### src/rtl/crash_detect.sv
`default_nettype none
// ============================================================================
// Module      : crash_detect
// Description : Wall, paddle and miss detection for the ball/paddle game, with
//               a PLAY/MISS/OVER life FSM. Define CRASH_SCORE_EN to enable
//               the paddle-hit score counter (oScore reads 0 otherwise).
// Revision    : 1.0 - initial release
// ============================================================================
module crash_detect #(
    parameter int SCREEN_W    = 640,
    parameter int SCREEN_H    = 480,
    parameter int BALL_SIZE   = 8,
    parameter int PADDLE_Y    = 440,
    parameter int PADDLE_W    = 64,
    parameter int HOLD_CYCLES = 1000,
    parameter int COOLDOWN    = 16,
    parameter int LIVES_INIT  = 3
) (
    input  logic       iVGA_CLK,
    input  logic       iRST,
    input  logic [9:0] iBall_x,
    input  logic [9:0] iBall_y,
    input  logic [9:0] iPaddle_x,
    output logic [3:0] oCrash,
    output logic       oServe,
    output logic [7:0] oScore,
    output logic [1:0] oLives,
    output logic       oGame_over
);

    localparam int c_HOLD_W = (HOLD_CYCLES > 1) ? $clog2(HOLD_CYCLES) : 1;
    localparam int c_COOL_W = (COOLDOWN > 0) ? $clog2(COOLDOWN + 1) : 1;
    localparam logic [c_HOLD_W-1:0] c_HOLD_LAST = c_HOLD_W'(HOLD_CYCLES - 1);
    localparam logic [c_COOL_W-1:0] c_COOL_LOAD = c_COOL_W'(COOLDOWN);

    typedef enum logic [1:0] {
        S_PLAY = 2'd0,
        S_MISS = 2'd1,
        S_OVER = 2'd2
    } state_t;

    state_t              state_q;
    logic [3:0]          crash_q;
    logic                serve_q;
    logic [1:0]          lives_q;
    logic                over_q;
    logic [c_COOL_W-1:0] cool_q;
    logic [c_HOLD_W-1:0] hold_q;

    logic [10:0] w_ball_r;
    logic [10:0] w_ball_b;
    logic [10:0] w_pad_r;
    logic        w_left;
    logic        w_right;
    logic        w_up;
    logic        w_hit;
    logic        w_miss;
    logic        w_hit_new;

    // Edge sums are one bit wider than the coordinates so they never wrap.
    assign w_ball_r  = {1'b0, iBall_x} + 11'(BALL_SIZE);
    assign w_ball_b  = {1'b0, iBall_y} + 11'(BALL_SIZE);
    assign w_pad_r   = {1'b0, iPaddle_x} + 11'(PADDLE_W);

    assign w_left    = (iBall_x == 10'd0);
    assign w_right   = (w_ball_r >= 11'(SCREEN_W));
    assign w_up      = (iBall_y == 10'd0);
    assign w_hit     = (w_ball_b == 11'(PADDLE_Y)) &&
                       (w_ball_r > {1'b0, iPaddle_x}) &&
                       ({1'b0, iBall_x} < w_pad_r);
    assign w_miss    = (w_ball_b >= 11'(SCREEN_H)) && !w_hit;
    assign w_hit_new = (state_q == S_PLAY) && w_hit && (cool_q == '0);

    always_ff @(posedge iVGA_CLK) begin
        if (iRST) begin
            state_q <= S_PLAY;
            crash_q <= 4'd0;
            serve_q <= 1'b0;
            lives_q <= 2'(LIVES_INIT);
            over_q  <= 1'b0;
            cool_q  <= '0;
            hold_q  <= '0;
        end else begin
            serve_q <= 1'b0;
            crash_q <= 4'd0;

            if (w_hit_new) begin
                cool_q <= c_COOL_LOAD;
            end else if (cool_q != '0) begin
                cool_q <= cool_q - c_COOL_W'(1);
            end

            case (state_q)
                S_PLAY: begin
                    // A miss blanks oCrash so the MISS dwell starts clean.
                    if (w_miss) begin
                        state_q <= S_MISS;
                        hold_q  <= '0;
                        if (lives_q != 2'd0) begin
                            lives_q <= lives_q - 2'd1;
                        end
                    end else begin
                        crash_q <= {w_left, w_right, w_up, w_hit};
                    end
                end
                S_MISS: begin
                    if (hold_q == c_HOLD_LAST) begin
                        if (lives_q != 2'd0) begin
                            serve_q <= 1'b1;
                            state_q <= S_PLAY;
                        end else begin
                            over_q  <= 1'b1;
                            state_q <= S_OVER;
                        end
                    end else begin
                        hold_q <= hold_q + c_HOLD_W'(1);
                    end
                end
                S_OVER: begin
                    over_q <= 1'b1;
                end
                default: begin
                    state_q <= S_PLAY;
                end
            endcase
        end
    end

`ifdef CRASH_SCORE_EN
    logic [7:0] score_q;

    always_ff @(posedge iVGA_CLK) begin
        if (iRST) begin
            score_q <= 8'd0;
        end else if (w_hit_new && (score_q != 8'hFF)) begin
            score_q <= score_q + 8'd1;
        end
    end

    assign oScore = score_q;
`else
    assign oScore = 8'd0;
`endif

    assign oCrash     = crash_q;
    assign oServe     = serve_q;
    assign oLives     = lives_q;
    assign oGame_over = over_q;

endmodule
`default_nettype wire
### config.mk
export PLATFORM = sky130hd
export DESIGN_NAME = crash_detect
export DESIGN_NICKNAME = d
export VERILOG_FILES = /design/src/rtl/crash_detect.sv
export SDC_FILE = /design/constraint.sdc
export NUM_CORES = 1
export LEC_CHECK = 0
export ABC_CLOCK_PERIOD_IN_PS = 2100
export BUFFER_PORTS_ARGS = -buffer_cell sky130_fd_sc_hd__buf_4
export CORE_UTILIZATION = 52
export DETAILED_ROUTE_END_ITERATION = 6
export GPL_TIMING_DRIVEN = 0
export HOLD_SLACK_MARGIN = 0.08
export PLACE_DENSITY = 0.8
export SLEW_MARGIN = 20
export SYNTH_ARGS = -nofsm -noshare
export SYNTH_HDL_FRONTEND = slang
export SYNTH_SLANG_ARGS = --single-unit
export TNS_END_PERCENT = 10
### constraint.sdc
create_clock -name iVGA_CLK -period 2.1 [get_ports iVGA_CLK]
set_input_delay 0.105 -clock iVGA_CLK [delete_from_list [all_inputs] [get_ports iVGA_CLK]]
set_output_delay 0.105 -clock iVGA_CLK [all_outputs]
set_load 0.03 [all_outputs]
==> impl_results.md, run 1 <==
* TNS Setup at 0 ps
* GRT overflow at 0
* Filler instances at 284
* Setup bufs post-CTS at 0
* Area grow syn2layout at 23.1%
* Vias in the first global route at 1417
* Max Cap Viol at 0
* Worst hold slack at 125 ps
* DRC violations left at 0
* Pre-antenna DRT Iters at 5
* Syn. warnings at 0
* TritonCTS buffer count at 3
* Post-synth cell types at 45
* Core Region at 3080 um2
* DIE HEIGHT at 59.4 um
* R2R setup slack at 220 ps
* DP Cell Count at 291
* Total Nets Final at 306
* Final hold violation count at 0
* Synth top area share at 23.4%
* Leakage power at 1.00 nW
* All-layer global routing usage at 21.1%
* Max Fclk at 532 MHz
* Element type at the critical path end: register
* First DRT Iteration DRCs at 69
* Initial antenna violation count at 0
* Startpoint types: register
* H-tree levels at 1
* Detailed Route WL at 3.66 mm
* HPWL after DPL at 2.94 mm
* Worst-path clk slew at 130 ps
* Crit-path max FO at 10
* CTS Buffer Depth at 2
* Least-Margin Pin Slew at 541 ps
* Peak supply drop at 460 uV
* Critical Path AT at 2100 ps
* Initial core utilization at 55.7%
* Skew final at 11.1 ps
* Status: completed
* Clk sink count at 20
* CTS tree: yes
* First-pass GRT wire length at 5.89 mm
* Fin util at 68.6%
* Hold_buf cts at 0
* Pins over their slew limit at 0
* Routed Antenna Nets at 0
* Worst Hold Class: input pin to register
* Setup Viol. Count Final at 0
* Gate Count Post-Synth at 202
* Routability cong. at 0.779
* Die X at 59.4 um
* Area leader, netlist: dfxtp_1
* Dominant cells by area after synthesis: dfxtp_1, ha_1, nand3_1
* WP data required at 2320 ps
* Post-Syn Area per Cell at 8.49 um2
* Worst slew margin at 63.9%
* #FFs+latches synth at 20
* Clock Root Buffer: clkbuf_4
* # rows at 20
* DR vias at 1623
* Diode count at 0
* Register area share after synthesis at 23.4%
* PwrDens at 434 nW/um2
* Period utilization at 89.5%
* Largest net degree at the start of global routing at 11
* Die ar. at 3530 um2
* Critical path class: register to register
* PortBufs at 38
* Storage element area at 402 um2
* Cell Area, Synth at 1710 um2
* Clock latency on the worst-skew pair at 300 ps
* Multi-input gate area at 1200 um2
* Finished Layout Cells at 294
* Final min period at 1880 ps
* Share of layout cells above drive strength 1 at 23.6%
* Vias/cell at 5.52
* Wirelength per Cell at 12.4 um
* Ports at 48
* RSZ-0062 raised after global routing: false
==> worst max-delay path: stages (launching register included) <==
cell	delay, ps
dfxtp_1	370
ha_1	210
nor4bb_2	220
and3_1	230
nor2_1	100
or2_1	280
buf_6	150
a311oi_2	220
==> Yosys cell counts (all sizes together) <==
| cell | count |
|---|---|
| nor4b | 2 |
| a211o | 1 |
| a2111oi | 2 |
| conb | 1 |
| xor2 | 4 |
| ha | 22 |
| nand2 | 10 |
| or2 | 1 |
| xnor2 | 6 |
| o21a | 6 |
| nand3b | 1 |
| o211a | 2 |
| nand2b | 4 |
| nand4b | 1 |
| nand3 | 12 |
| clkbuf | 4 |
| a31o | 1 |
| mux2i | 2 |
| a211oi | 4 |
| a221oi | 1 |
| a41o | 2 |
| nor3b | 1 |
| or4 | 2 |
| a21o | 2 |
| and3 | 7 |
| o21ai | 6 |
| nor2b | 4 |
| nor4 | 3 |
| buf | 9 |
| a31oi | 7 |
| nor2 | 10 |
| a21oi | 10 |
| inv | 16 |
| nor4bb | 1 |
| nand4 | 4 |
| o21bai | 1 |
| nor3 | 2 |
| and2 | 1 |
| a311oi | 4 |
| and4 | 3 |
| dfxtp | 20 |
==> per-stage QoR <==
stage	total power, mW	setup WS, ps	cell area, um2
after floorplan	0.618	448	1740
after global placement	0.722	169	2080
after detailed placement	0.730	161	2080
after CTS	0.920	177	2100
after global routing	0.972	68.0	2110
final	0.915	220	2110
==> report_power, final <==
group          switching [mW]  internal [mW]
combinational           0.178          0.147
sequential            0.00899          0.390
clock                   0.125         0.0667
==> flip-flops by register name (all words and copies together) (netlist names) <==
name / flops
oLives: 2
oGame_over: 1
state_q: 2
oCrash: 4
hold_q: 10
oServe: 1
==> layer usage <==
| metal | global-route usage (%) | wire (um) | share of wire (%) | vias to the layer above |
|---|---|---|---|---|
| met3 | 3.71 | 202 | 5.5 | 4 |
| met5 | 0 | 0 | 0 | - |
| met4 | 5.10 | 27 | 0.74 | 0 |
| li1 | - | - | - | 833 |
| met1 | 30.7 | 1850 | 51 | 737 |
| met2 | 32.1 | 1570 | 43 | 49 |
==> worst paths after layout <==
path | start | end | cells past startpoint
max | hold_q[1]$_SDFFE_PP0P_ | hold_q[9]$_SDFFE_PP0P_ | 7
min | iBall_x[4] | oCrash[3]$_SDFF_PP0_ | 3
max reg2reg | hold_q[1]$_SDFFE_PP0P_ | hold_q[9]$_SDFFE_PP0P_ | 7
min reg2reg | oGame_over$_SDFFE_PP0P_ | oGame_over$_SDFFE_PP0P_ | 2
==> layout by cell type (no fill, tap or decap), types with 3 or more instances in the layout <==
| cell | count |
|---|---|
| o21ai_0 | 6 |
| nor4_1 | 3 |
| nand4_1 | 4 |
| xor2_1 | 4 |
| clkbuf_1 | 4 |
| nand2_1 | 10 |
| a211oi_1 | 4 |
| nor2b_1 | 4 |
| nand2b_1 | 4 |
| and3_1 | 7 |
| dfxtp_1 | 19 |
| nand3_1 | 12 |
| conb_1 | 8 |
| ha_1 | 22 |
| clkbuf_4 | 3 |
| buf_4 | 46 |
| inv_1 | 16 |
| a21oi_1 | 10 |
| a311oi_2 | 4 |
| o21a_1 | 6 |
| nor2_1 | 10 |
| xnor2_1 | 6 |
| a31oi_1 | 6 |
==> what timing repair did <==
| action | in CTS | in global routing |
|---|---|---|
| hold endpoints to repair | 0 | 0 |
| endpoints found under the setup margin | 0 | 7 |
| gates resized for setup | 0 | 2 |
==> logic make-up after synthesis <==
family	count (synthesis)	share of synthesized area, %
DFF	20	23.4
other	1	0.219
AOI/OAI and AO/OA	49	22.8
and+or+nand+nor	69	22.8
xor gates and xnor gates	10	5.11
muxes	2	1.17
adders and majority gates	22	16.1
buffers and inverters	29	8.54
==> final cells by class <==
cell class | count | share of cell area (%)
buffer | 13 | 4.09
clock buffer | 3 | 1.07
inverter | 16 | 2.85
multi-input combinational | 160 | 56.8
sequential | 20 | 19.0
tap | 44 | 2.61
timing repair buffer | 38 | 13.5
No activity file was read; power rests on OpenSTA's default activity.
==> run 2, diff against run 1 <==
Settings changed: ABC_AREA set to 1, CORE_UTILIZATION 52 to 54, SETUP_SLACK_MARGIN set to 0.15.
==> run 2 against run 1 <==
Net effect: worst hold slack got worse by 42 ps; register-to-register slack improved by 170 ps; setup slack improved by 170 ps; global-route usage is 1.5 points higher; sequential cell count stayed put; critical endpoint unchanged; power rose by 6.3%; design area grew 13%; count of clock-buffer cells in the layout unchanged.
==> impl_results.md, run 2 <==
* Critical path's top delay family: simple AND/OR/NAND/NOR gates
* Commonest non-fill, non-tap cell in the layout: nand2_1
* CP endpoint: hold_q[9]$_SDFFE_PP0P_
* Clock latency on the worst-skew pair at 300 ps (about the same)
* Pint at 0.625 mW (+3.5%)
* Leakage power at 1.24 nW (+23%)
* Initial antenna violation count at 0 (unchanged)
* Least-Margin Pin Slew at 506 ps (-35.3 ps)
* Vias/cell at 5.06 (-8.3%)
* #FFs+latches synth at 20 (unchanged)
* Prevailing post-synth register cell: dfxtp_1
* Comb power frac at 37.9% (+2.5 points)
* Commonest cells post-synth: nand2_1, inv_1, nor2_1
* RSZ-0062 raised after global routing: false
* Reg2reg end: hold_q[9]$_SDFFE_PP0P_
* # rows at 21 (+5.0%)
* Finished Layout Cells at 406 (+38%)
* Diode count at 0 (unchanged)
* Element type at the critical path end: register
* Share of layout cells above drive strength 1 at 18.6% (-5.0 points)
* Max FFs per register at 10 (unchanged)
* Largest net degree at the start of global routing at 11 (unchanged)
* Switching power at 0.348 mW (+12%)
* Pins over their slew limit at 0 (unchanged)
* Placement Cell Area at 2350 um2 (+13%)
* Core Region at 3420 um2 (+11%)
* DIE HEIGHT at 62.5 um (+5.3%)
* Max stage delay on crit path at 420 ps (+50 ps)
* Synth top area share at 20.2% (-3.1 points)
* CP cell instances: ha_1 > inv_1 > nor3_1 > nand2_1 > nor2_1 > a21oi_2 > buf_4 > a21oi_1 > nor2_1
* Max Fclk at 584 MHz (+9.7%)
* Worst slew margin at 66.1% (+2.2 points)
* Reg2reg path depth at 9 (+2)
* Pre-antenna DRT Iters at 4 (-1)
* Final hold violation count at 0 (unchanged)
* Register area share after synthesis at 20.2% (-3.1 points)
* Post-synth EDFFs at 0 (unchanged)
* Storage element area at 400 um2 (-0.31%)
* Period utilization at 81.6% (-7.9 points)
* Cell with the most instances after synthesis: nand2_1
* Critical Path AT at 1920 ps (-180 ps)
* R2R setup slack at 390 ps (+170 ps)
* Critical R2R Launch: hold_q[0]$_SDFFE_PP0P_
* Clk sink count at 20 (unchanged)
* First DRT Iteration DRCs at 161 (+130%)
* Crit-path max FO at 10 (unchanged)
* Area grow syn2layout at 20.3%
* Seq pwr share at 43.3% (-0.3 points)
* Design Power at 0.973 mW (+6.3%)
* Largest reg by FF count: hold_q
* Total stage count of the critical path at 9 (+2)
* All-layer global routing usage at 22.6% (+1.5 points)
* Clock Root Buffer: clkbuf_4
* Max Cap Viol at 0 (unchanged)
* DP Cell Count at 402 (+38%)
* Final min period at 1710 ps (-166 ps)
* Multi-input gate area at 1330 um2 (+10%)
* Most common cell on crit path: nor2_1
* TritonCTS buffer count at 3 (unchanged)
* Initial core utilization at 57.9% (+2.3 points)
* Routability cong. at 0.863 (+11%)
* Clk pwr share at 18.8% (-2.2 points)
* H-tree levels at 1 (unchanged)
* CTS tree: yes
* Wirelength per Cell at 10.2 um (-18%)
* Slowest CP cell: dfxtp_1
* Die X at 62.5 um (+5.3%)
* TNS Setup at 0 ps (unchanged)
* PwrDens at 409 nW/um2 (-5.8%)
* GRT overflow at 0 (unchanged)
* CP Launch Point: hold_q[0]$_SDFFE_PP0P_
* Gate Count Post-Synth at 311 (+54%)
* Detailed Route WL at 4.12 mm (+13%)
* Syn. warnings at 0 (unchanged)
* Setup Viol. Count Final at 0 (unchanged)
* Post-Syn Area per Cell at 6.36 um2 (-25%)
* Vias in the first global route at 1787 (+26%)
* Peak supply drop at 408 uV (-11%)
* Skew final at 6.90 ps (-4.21 ps)
* Filler instances at 340 (+20%)
* Worst-path clk slew at 110 ps (-20 ps)
* Cell Area, Synth at 1980 um2 (+15%)
* Post-synth cell types at 31 (-31%)
* Switch share at 35.8% (+1.7 points)
* Fraction of registers with async set/reset at 0% (unchanged)
* Startpoint types: register
* HPWL after DPL at 3.42 mm (+16%)
* Dominant cells by area after synthesis: dfxtp_1, ha_1, nand2_1
* Ports at 48 (unchanged)
* Worst Hold Class: input pin to register
* Critical path buffers and inverters at 2 (+1)
* Die ar. at 3910 um2 (+11%)
* DRC violations left at 0 (unchanged)
* Status: completed
* Commonest non-fill, non-tap cells in the layout: nand2_1, inv_1, buf_4, nor2_1, nand3_1
* Finished Cell Area at 2380 um2 (+13%)
* Total Nets Final at 416 (+36%)
* DR vias at 2055 (+27%)
* WP data required at 2300 ps (-20 ps)
* Routed Antenna Nets at 0 (unchanged)
* Area leader, netlist: dfxtp_1
* CTS Buffer Depth at 2 (unchanged)
* PortBufs at 38 (unchanged)
* First-pass GRT wire length at 7.46 mm (+27%)
* Critical path class: register to register
## run 2: cell types whose count changed in the layout (fill, tap and decap cells not counted), moves of 6 or more
cell / change
nand2_1: +49
nor2_1: +34
inv_1: +31
nand3_1: +18
nor3_1: +10
a21oi_1: +8
nand4_1: +8
a31oi_1: -6
and3_1: -6
## run 2: power groups by stage
stage | logic, mW | clock network, mW | registers, mW
floorplan | 0.243 | 0 | 0.435
finish | 0.369 | 0.183 | 0.421
detailed placement | 0.365 | 0 | 0.430
global route | 0.424 | 0.199 | 0.424
global placement | 0.358 | 0 | 0.429
CTS | 0.369 | 0.185 | 0.421
## run 2: final cells by class
type | count | share of cell area, %
multi-input cells | 239 | 55.6
flip-flops and latches | 20 | 16.8
repair buffers | 39 | 12.4
inverters | 47 | 7.41
plain buffers | 12 | 4.36
well taps | 46 | 2.42
clock buffers | 3 | 0.946
## run 2: cell families (layout without fill, tap and decap cells)
family          count (synthesis)  count (layout)  synth area share, %
simple gates                  175             175                 41.1
buf+inv                        59             101                 14.2
compound gates                 30              30                 8.66
fa+ha+maj                      22              22                 13.9
flops                          20              20                 20.2
xor+xnor                        4               4                 1.77
other cells                     1               8                0.189
## run 2: timing repair
action,in CTS,in global routing
endpoints found under the hold margin,4,0
hold buffers,1,0
buffers inserted,0,0
resized for setup,0,0
## run 2: worst min-delay path, delay by kind of cell
family | cells | cell delay [ps]
buffers and inverters | 1 | 100
AND/OR/NAND/NOR | 3 | 150
## run 2: through the flow
stage               hold WS (ps)  setup slack (ps)  util [%]
global placement             306               319      68.8
global route                85.7               194      69.7
CTS                         91.8               405      69.7
detailed placement           304               282      68.8
floorplan                    174               627         -
finish                      83.3               387      69.7
## run 2: worst min-delay path by stage
stage | to | cells after the start | start | slack, ps
2_1_floorplan | oGame_over$_SDFFE_PP0P_ | 1 | iRST | 170
3_3_place_gp | oGame_over$_SDFFE_PP0P_ | 2 | iRST | 310
3_5_place_dp | oGame_over$_SDFFE_PP0P_ | 2 | iRST | 300
4_1_cts | oCrash[1]$_SDFF_PP0_ | 4 | iBall_y[9] | 90
6_report | oCrash[1]$_SDFF_PP0_ | 4 | iBall_y[9] | 80
5_1_grt | oCrash[1]$_SDFF_PP0_ | 4 | iBall_y[9] | 90
## run 2: layer usage
metal,vias to the layer above,wire length (um),GRT usage (%)
met4,0,13,3.20
met3,2,148,2.74
met5,-,0,0
met2,39,1800,38.0
met1,907,2160,31.3
li1,1107,-,-
